`src/rtl/decode_issue_queue.sv`:
```
// -----------------------------------------------------------------------------
// decode_issue_queue
//
// Purpose:
//    First-word-fall-through buffer between the decode-stage-2 mux and the
//    register-read/dispatch stage. Each decoded bundle is held until the
//    downstream stage takes it with a valid/ready handshake. The decode
//    pipeline cannot be back-pressured cycle by cycle. The queue therefore
//    raises an early stall while free entries remain for in-flight bundles.
//    A sticky flag records any bundle lost to overflow. A branch-resolution
//    flush empties the queue.
//
// Ports:
//    clock_i      rising-edge clock
//    reset_i      asynchronous active-low reset
//    enable_i     bundle valid from decode stage 2
//    instr_i      packed decoded-instruction bundle (opaque payload)
//    flush_i      synchronous discard of all entries
//    ready_i      downstream accepts the head entry this cycle
//    valid_o      head entry present
//    instr_o      head entry payload (meaningless while valid_o is low)
//    stall_o      front end must stop issuing bundles
//    count_o      current occupancy
//    overflow_o   sticky: a bundle was dropped because the queue was full
// -----------------------------------------------------------------------------
module decode_issue_queue #(
   parameter int depth        = 4,
   parameter int ptrWidth     = 2,
   parameter int stallMargin  = 2,
   parameter int payloadWidth = 130
) (
   input  logic                    clock_i,
   input  logic                    reset_i,
   input  logic                    enable_i,
   input  logic [payloadWidth-1:0] instr_i,
   input  logic                    flush_i,
   input  logic                    ready_i,
   output logic                    valid_o,
   output logic [payloadWidth-1:0] instr_o,
   output logic                    stall_o,
   output logic [ptrWidth:0]       count_o,
   output logic                    overflow_o
);

   localparam logic [ptrWidth:0] FullCount  = (ptrWidth+1)'(depth);
   localparam logic [ptrWidth:0] StallCount = (ptrWidth+1)'(depth - stallMargin);

   logic [payloadWidth-1:0] mem_q [depth];

   logic [ptrWidth-1:0] rd_ptr_q, rd_ptr_d;
   logic [ptrWidth-1:0] wr_ptr_q, wr_ptr_d;
   logic [ptrWidth:0]   count_q,  count_d;
   logic                overflow_q, overflow_d;

   logic pop;
   logic push;
   logic wr_en;

   assign valid_o    = (count_q != '0);
   assign stall_o    = (count_q >= StallCount);
   assign count_o    = count_q;
   assign overflow_o = overflow_q;
   assign instr_o    = mem_q[rd_ptr_q];

   assign pop   = valid_o && ready_i;
   // A full queue still accepts a bundle when the head leaves in the same cycle.
   assign push  = enable_i && ((count_q != FullCount) || pop);
   assign wr_en = push && !flush_i;

   always_comb begin
      rd_ptr_d   = rd_ptr_q;
      wr_ptr_d   = wr_ptr_q;
      count_d    = count_q;
      overflow_d = overflow_q;
      if (flush_i) begin
         // Same-cycle push/pop are discarded. The sticky error is kept.
         rd_ptr_d = '0;
         wr_ptr_d = '0;
         count_d  = '0;
      end else begin
         if (push) begin
            wr_ptr_d = wr_ptr_q + 1'b1;
         end
         if (pop) begin
            rd_ptr_d = rd_ptr_q + 1'b1;
         end
         case ({push, pop})
            2'b10:   count_d = count_q + 1'b1;
            2'b01:   count_d = count_q - 1'b1;
            default: count_d = count_q;
         endcase
         if (enable_i && !push) begin
            overflow_d = 1'b1;
         end
      end
   end

   always_ff @(posedge clock_i or negedge reset_i) begin
      if (!reset_i) begin
         rd_ptr_q   <= '0;
         wr_ptr_q   <= '0;
         count_q    <= '0;
         overflow_q <= 1'b0;
      end else begin
         rd_ptr_q   <= rd_ptr_d;
         wr_ptr_q   <= wr_ptr_d;
         count_q    <= count_d;
         overflow_q <= overflow_d;
      end
   end

   // Storage is not reset. Each entry has its own write decode.
   generate
      for (genvar gi = 0; gi < depth; gi++) begin : g_entry
         always_ff @(posedge clock_i) begin
            if (wr_en && (wr_ptr_q == ptrWidth'(gi))) begin
               mem_q[gi] <= instr_i;
            end
         end
      end
   endgenerate

endmodule

```
`config.mk`:
```
export PLATFORM = sky130hd
export DESIGN_NAME = decode_issue_queue
export DESIGN_NICKNAME = d
export VERILOG_FILES = /design/src/rtl/decode_issue_queue.sv
export SDC_FILE = /design/constraint.sdc
export NUM_CORES = 1
export LEC_CHECK = 0
export BUFFER_PORTS_ARGS = -buffer_cell sky130_fd_sc_hd__buf_2
export CAP_MARGIN = 20
export CELL_PAD_IN_SITES_DETAIL_PLACEMENT = 0
export CELL_PAD_IN_SITES_GLOBAL_PLACEMENT = 1
export CORE_MARGIN = 2
export CORE_UTILIZATION = 54
export DETAILED_ROUTE_END_ITERATION = 8
export GPL_ROUTABILITY_DRIVEN = 0
export PLACE_DENSITY_LB_ADDON = 0.1
export SETUP_SLACK_MARGIN = 0.2
export SYNTH_ARGS = -nofsm -noshare
export SYNTH_HDL_FRONTEND = slang
export SYNTH_SLANG_ARGS = --single-unit
export TNS_END_PERCENT = 20
```
`constraint.sdc`:
```
create_clock -name clock_i -period 11.5 [get_ports clock_i]
set_input_delay 0.575 -clock clock_i [delete_from_list [all_inputs] [get_ports clock_i]]
set_output_delay 0.575 -clock clock_i [all_outputs]
set_load 0.05 [all_outputs]
```
==> results of run 1 <==
-- worst register-to-register path, delay by kind of cell (launching register included) --
kind	cells	cell delay, ns
buffers and inverters	1	0.94
DFF	1	0.50
and+or+nand+nor	3	1.47
-- metrics by stage --
step           std cells  utilization [%]  instance area [µm²]  hold slack, ns  power, mW
2_1_floorplan        747                -                19400           0.279       2.80
3_5_place_dp        1450             59.7                21100           0.437       2.97
4_1_cts             1544             63.9                22600           0.192       4.46
3_3_place_gp        1450             59.7                21100           0.435       2.96
5_1_grt             1545             63.9                22600           0.212       4.57
6_report            1548             63.9                22600           0.223       4.41
-- power by group --
group          switching [mW]  total (mW)  leakage [nW]  internal [mW]
clock network           0.658        1.50         0.728          0.842
registers              0.0415        2.21          4.83           2.17
logic                   0.482       0.701          1.95          0.219
total                    1.18        4.41          7.50           3.23
-- layout make-up --
class	count	area, µm²
clock inverters	24	110
fillers	2442	12800
inverters	6	22.5
multi-input cells	177	3290
repair buffers	279	1420
diodes	4	10.0
flip-flops and latches	528	15800
well taps	461	577
clock buffers	69	1390
-- metal layers --
layer | track usage, % | wire, µm | vias to the layer above
met5 | 0 | 27 | -
met4 | 4.83 | 647 | 6
met3 | 4.39 | 2430 | 55
met2 | 29.9 | 17300 | 269
met1 | 28.1 | 15300 | 4490
li1 | - | - | 3823
-- final timing paths --
check	from	end	slack (ns)	cells past startpoint
max in group asynchronous	reset_i	rd_ptr_q[1]	10.92	2
setup reg to reg	count_o[2]	mem_q[1][120]	8.14	4
setup / recovery	rd_ptr_q[0]	instr_o[121]	7.41	3
min in group asynchronous	reset_i	wr_ptr_q[1]	0.38	2
hold reg to reg	overflow_o	overflow_o	0.51	1
hold / removal	instr_i[109]	mem_q[0][109]	0.22	1
-- flip-flops by register name, indices dropped and copies added, names as in the netlist --
signal / cells
overflow_o: 1
rd_ptr_q: 2
wr_ptr_q: 2
mem_q: 520
count_o: 3
-- cell families after synthesis --
group	after synthesis	synth area share, %
DFF	528	81.7
and+or+nand+nor	22	0.679
muxes	131	15.2
buffers and inverters	42	1.35
xor gates and xnor gates	4	0.181
adders and majority gates	5	0.362
AOI/OAI and AO/OA	15	0.524
-- layout by cell type (no fill, tap or decap), types with 2 or more instances in the layout --
| cell | count |
|---|---|
| a21oi_1 | 3 |
| and2_4 | 4 |
| buf_2 | 270 |
| buf_4 | 8 |
| clkbuf_1 | 16 |
| clkbuf_16 | 53 |
| clkinv_1 | 17 |
| clkinv_2 | 4 |
| dfrtp_1 | 6 |
| dfrtp_4 | 2 |
| diode_2 | 4 |
| edfxtp_1 | 520 |
| ha_1 | 4 |
| inv_1 | 6 |
| inv_6 | 3 |
| mux4_2 | 130 |
| nor2_1 | 5 |
| o21ai_0 | 3 |
| or2_2 | 2 |
| or3_1 | 2 |
| xor2_1 | 3 |
==> reports/results.ini, run 1 <==
[sta]
tns_ns = 0
setup_viol = 0
worst_slack_ns = 7.41
slew_headroom_pct = 26.3
slew_viol_final = 0
hold_violations = 0
clock.fmax_mhz = 245
worst_pin_slew_ns = 1.10
rsz0062_at_grt = no
period_minus_slack_ns = 4.09
fin_crit_sh_pct = 35.6
finClkSkew_ns = 0.0184

[floorplanning]
start_util_pct = 54.7
rows = 69
die_h_um = 193
dieArea_um2 = 37400
coreArea_um2 = 35400
die_w_um = 193
io_pins = 271

[hold_path]
hold_class = input pin to flip-flop

[clock_network]
cts_sinks = 528
htree_levels = 2
tritoncts = done
clockRootBuffer = clkbuf_16
ctsResizeCount = 0
clkLatencyLatePin_ns = 0.57
cts_buffers = 52
clk_pin_slew_ns = 0.06
cts_buffer_depth = 3
cts_hold_buf = 1
cts_setup_buffers = 0

[logic_synthesis]
ys_seq_elements = 528
ys.flop_type = edfxtp_1
synth_top_cells_by_count = edfxtp_1, mux4_2, buf_2
ys_seq_area_share_pct = 81.7
syn_area_per_cell_um2 = 25.9
synthesis.area_um2 = 19400
synthArstFlopShare_pct = 1.52
yosysTopAreaCell = edfxtp_1
synth.most_common_cell = edfxtp_1
yosys.cell_types.count = 37
yosys-top-cells-area = edfxtp_1, mux4_2, dfrtp_1, buf_6, buf_2
synth_edf_count = 520
synth_warnings = 0
synth.top_cell.area_share_pct = 80.7
postSynthCellCount = 747
syn_nets = 887

[critical_path]
max_stage_delay_ns = 1.08
critPathArrivalTime_ns = 3.51
path_class = flip-flop to output port
cp_num_buf_inv = 2
worst-path-max-fanout = 48
critPathSlowestCell = dfrtp_4
crit_path_start_kind = flip-flop
critPathRequiredTime_ns = 10.93
worstPathCellList = buf_4 -> mux4_2 -> buf_2
crit_family = buffers and inverters
endpoint_kind = output port

[drt]
dr.pass1.iters = 5
drt-total-wl_um = 35700
drt-wirelength-per-cell_um = 23.1
drtIter0Drc = 574
viasPerCell = 5.58
postRouteAntennaNets = 0
drc_errors = 0
vias = 8643

[global_route]
grt_pass1_wl_um = 54200
grt_overflow = 0
grt_pass1_vias = 8900
grt_max_degree = 73
grt_use_total_pct = 19.2
antenna_found_initial = 6

[final_layout]
drive_gt1_share_pct = 44.1
final_nets = 1184
area_growth_syn_to_layout_pct = 17.0

[outcome]
status = complete, no violations

[place]
portBuffers = 270
hpwl_um = 20800
dp_slack_ns = 7.88

[job]
drv_cap = 0

[pwr]
power.density_nw_per_um2 = 195
total_leakage_power_nw = 7.50
worst_ir_drop_vdd_v = 0.000132

Note: power is estimated with default switching activity, not from simulation.
==> inputs of run 2 (changes only) <==
Settings changed: ABC_AREA from default to 1, CORE_UTILIZATION 54 to 43.
Clock period 11.5 ns to 3.3 ns, I/O delays scaled along.
==> reports/results.ini, run 2 <==
[outcome]
status = complete, no violations

[logic_synthesis]
synth_edf_count = 520  ; unchanged
syn_area_per_cell_um2 = 14.9  ; -42%
yosys-top-cells-area = edfxtp_1, o21ai_0, nor2_1, o22ai_1, o21ai_1
ys_seq_elements = 528  ; unchanged
yosys.cell_types.count = 24  ; -35%
synth_top_cells_by_count = edfxtp_1, nor2_1, o21ai_0
synth.most_common_cell = edfxtp_1
ys.flop_type = edfxtp_1
ys_seq_area_share_pct = 80.0  ; -1.7 points
syn_nets = 1466  ; +65%
synth.top_cell.area_share_pct = 79.0  ; -1.7 points
synthArstFlopShare_pct = 1.52  ; unchanged
synth_warnings = 0  ; unchanged
postSynthCellCount = 1326  ; +78%
yosysTopAreaCell = edfxtp_1
synthesis.area_um2 = 19800  ; +2.2%

[global_route]
grt_max_degree = 133  ; +82%
antenna_found_initial = 3  ; -3
grt_use_total_pct = 19.4  ; +0.22 points
grt_overflow = 0  ; unchanged
grt_pass1_wl_um = 69800  ; +29%
grt_pass1_vias = 11800  ; +33%

[drt]
dr.pass1.iters = 5  ; unchanged
postRouteAntennaNets = 0  ; unchanged
drc_errors = 0  ; unchanged
vias = 12100  ; +41%
drt-total-wl_um = 46500  ; +30%
viasPerCell = 5.12  ; -8.2%
drt-wirelength-per-cell_um = 19.6  ; -15%
drtIter0Drc = 775  ; +35%

[critical_path]
rr_startpoint = count_o[1]
endpoint_kind = flip-flop
r2r_end = count_o[2]
reg2reg_depth = 11  ; +7
critPathRequiredTime_ns = 3.79  ; -7.14 ns
crit_path_start_kind = flip-flop
worst-path-max-fanout = 5  ; -90%
critPathArrivalTime_ns = 3.49  ; -0.02 ns
path_class = flip-flop to flip-flop
crit_start = count_o[1]
r2r_slack_ns = 0.30  ; -7.84 ns

[final_layout]
largest_register = mem_q
final_common_cell = edfxtp_1
drive_gt1_share_pct = 21.0  ; -23 points
seq_area_um2 = 15800  ; about the same
nFillCells = 3813  ; +56%
final_area_um2 = 24700  ; +9.3%
largest_reg_flops = 520  ; unchanged
utilization_pct = 54.5  ; -9.4 points
multi_input_area_um2 = 3430  ; +4.4%
final_cell_mix = edfxtp_1, buf_2, nor2_1
final_nets = 1867  ; +58%
area_growth_syn_to_layout_pct = 25.1

[sta]
setup_viol = 0  ; unchanged
slew_headroom_pct = 47.2  ; +21 points
worst_pin_slew_ns = 0.792  ; -0.312 ns
fin_crit_sh_pct = 90.9
rsz0062_at_grt = no
period_minus_slack_ns = 3.00
clock.fmax_mhz = 333
slew_viol_final = 0  ; unchanged
finClkSkew_ns = 0.0103  ; -0.00803 ns
hold_violations = 0  ; unchanged

[hold_path]
min-delay-start = instr_i[21]
worst_hold_path.num_cells = 2  ; +1
hold_class = input pin to flip-flop
hold_end = mem_q[0][21]

[floorplanning]
start_util_pct = 43.6  ; -11 points
die_h_um = 218  ; +13%
coreArea_um2 = 45400  ; +28%
io_pins = 271  ; unchanged
dieArea_um2 = 47700  ; +28%
die_w_um = 218  ; +13%
rows = 78  ; +13%

[job]
drv_cap = 0  ; unchanged

[clock_network]
htree_levels = 2  ; unchanged
cts_sinks = 528  ; unchanged
clockRootBuffer = clkbuf_16
cts_buffer_depth = 3  ; unchanged
clkLatencyLatePin_ns = 0.59  ; +0.02 ns
cts_buffers = 55  ; +5.8%
cts_setup_buffers = 0  ; unchanged
tritoncts = done
clk_pin_slew_ns = 0.06  ; about the same

[place]
portBuffers = 270  ; unchanged
placed_cell_area_um2 = 21700  ; +3.0%
hpwl_um = 25200  ; +21%

[pwr]
power_mw = 19.5  ; +340%
worst_ir_drop_vdd_v = 0.000691  ; +430%
total_leakage_power_nw = 8.64  ; +15%
power.density_nw_per_um2 = 789  ; +300%

-- run 2: cells by family (layout without fill, tap and decap cells) --
family | after synthesis | after routing | share of synthesized area (%)
compound gates | 398 | 398 | 10.9
other cells | 0 | 2 | 0
buf+inv | 101 | 543 | 3.04
simple gates | 292 | 292 | 5.62
flops | 528 | 528 | 80.0
xor+xnor | 2 | 2 | 0.0886
fa+ha+maj | 5 | 5 | 0.354
-- run 2: per-stage QoR --
stage / setup TNS, ns / setup WS, ns / hold slack, ns / instances
floorplan: -0.250 / -0.00192 / -0.131 / 1326
global placement: 0 / 1.15 / 0.0315 / 2133
detailed placement: 0 / 1.14 / 0.0413 / 2133
CTS: 0 / 0.400 / 0.276 / 2368
global route: 0 / 0.200 / 0.309 / 2370
finish: 0 / 0.300 / 0.320 / 2370
-- run 2: layout make-up --
class	instances	share of cell area, %
sequential	528	64.0
multi-input combinational	697	13.9
timing repair buffer	429	12.3
clock buffer	74	6.02
tap	600	3.03
clock inverter	24	0.496
inverter	16	0.283
antenna	2	0.0202
-- run 2: critical path, cell delays in order, from the launching register on --
cell and delay, ns:
dfrtp_2 0.45, nor2_4 0.16, nand2_1 0.10, nand3_1 0.14
inv_1 0.07, fa_1 0.41, xnor2_2 0.21, a21oi_1 0.08
dlygate4sd3_1 0.56, nand2_1 0.08, dlygate4sd3_1 0.56, nand2_1 0.05
-- run 2: how the worst max path moves through the flow --
stage | to | slack (ns) | cells after the start
3_3_place_gp | instr_o[78] | 1.15 | 5
6_report | count_o[2] | 0.30 | 11
4_1_cts | count_o[2] | 0.40 | 11
5_1_grt | count_o[2] | 0.20 | 11
3_5_place_dp | instr_o[103] | 1.14 | 5
2_1_floorplan | mem_q[0][0] | -0.002 | 4
-- run 2: what timing repair did --
action / CTS / global route
endpoints found under the hold margin: 536 / 0
resized for setup: 0 / 1
setup endpoints to repair: 0 / 1
hold buffers: 137 / 0
-- run 2: where the power goes --
group / switching [mW] / internal (mW) / leakage, nW
Clock: 2.38 / 3.20 / 0.784
Combinational: 4.77 / 1.36 / 3.04
Sequential: 0.122 / 7.69 / 4.82
-- run 2: per-layer routing --
| layer | global-route usage (%) | share of wire (%) |
|---|---|---|
| met3 | 4.38 | 5.6 |
| met1 | 25.6 | 44 |
| met2 | 31.7 | 48 |
| met5 | 0 | 0.024 |
| met4 | 6.73 | 2.5 |
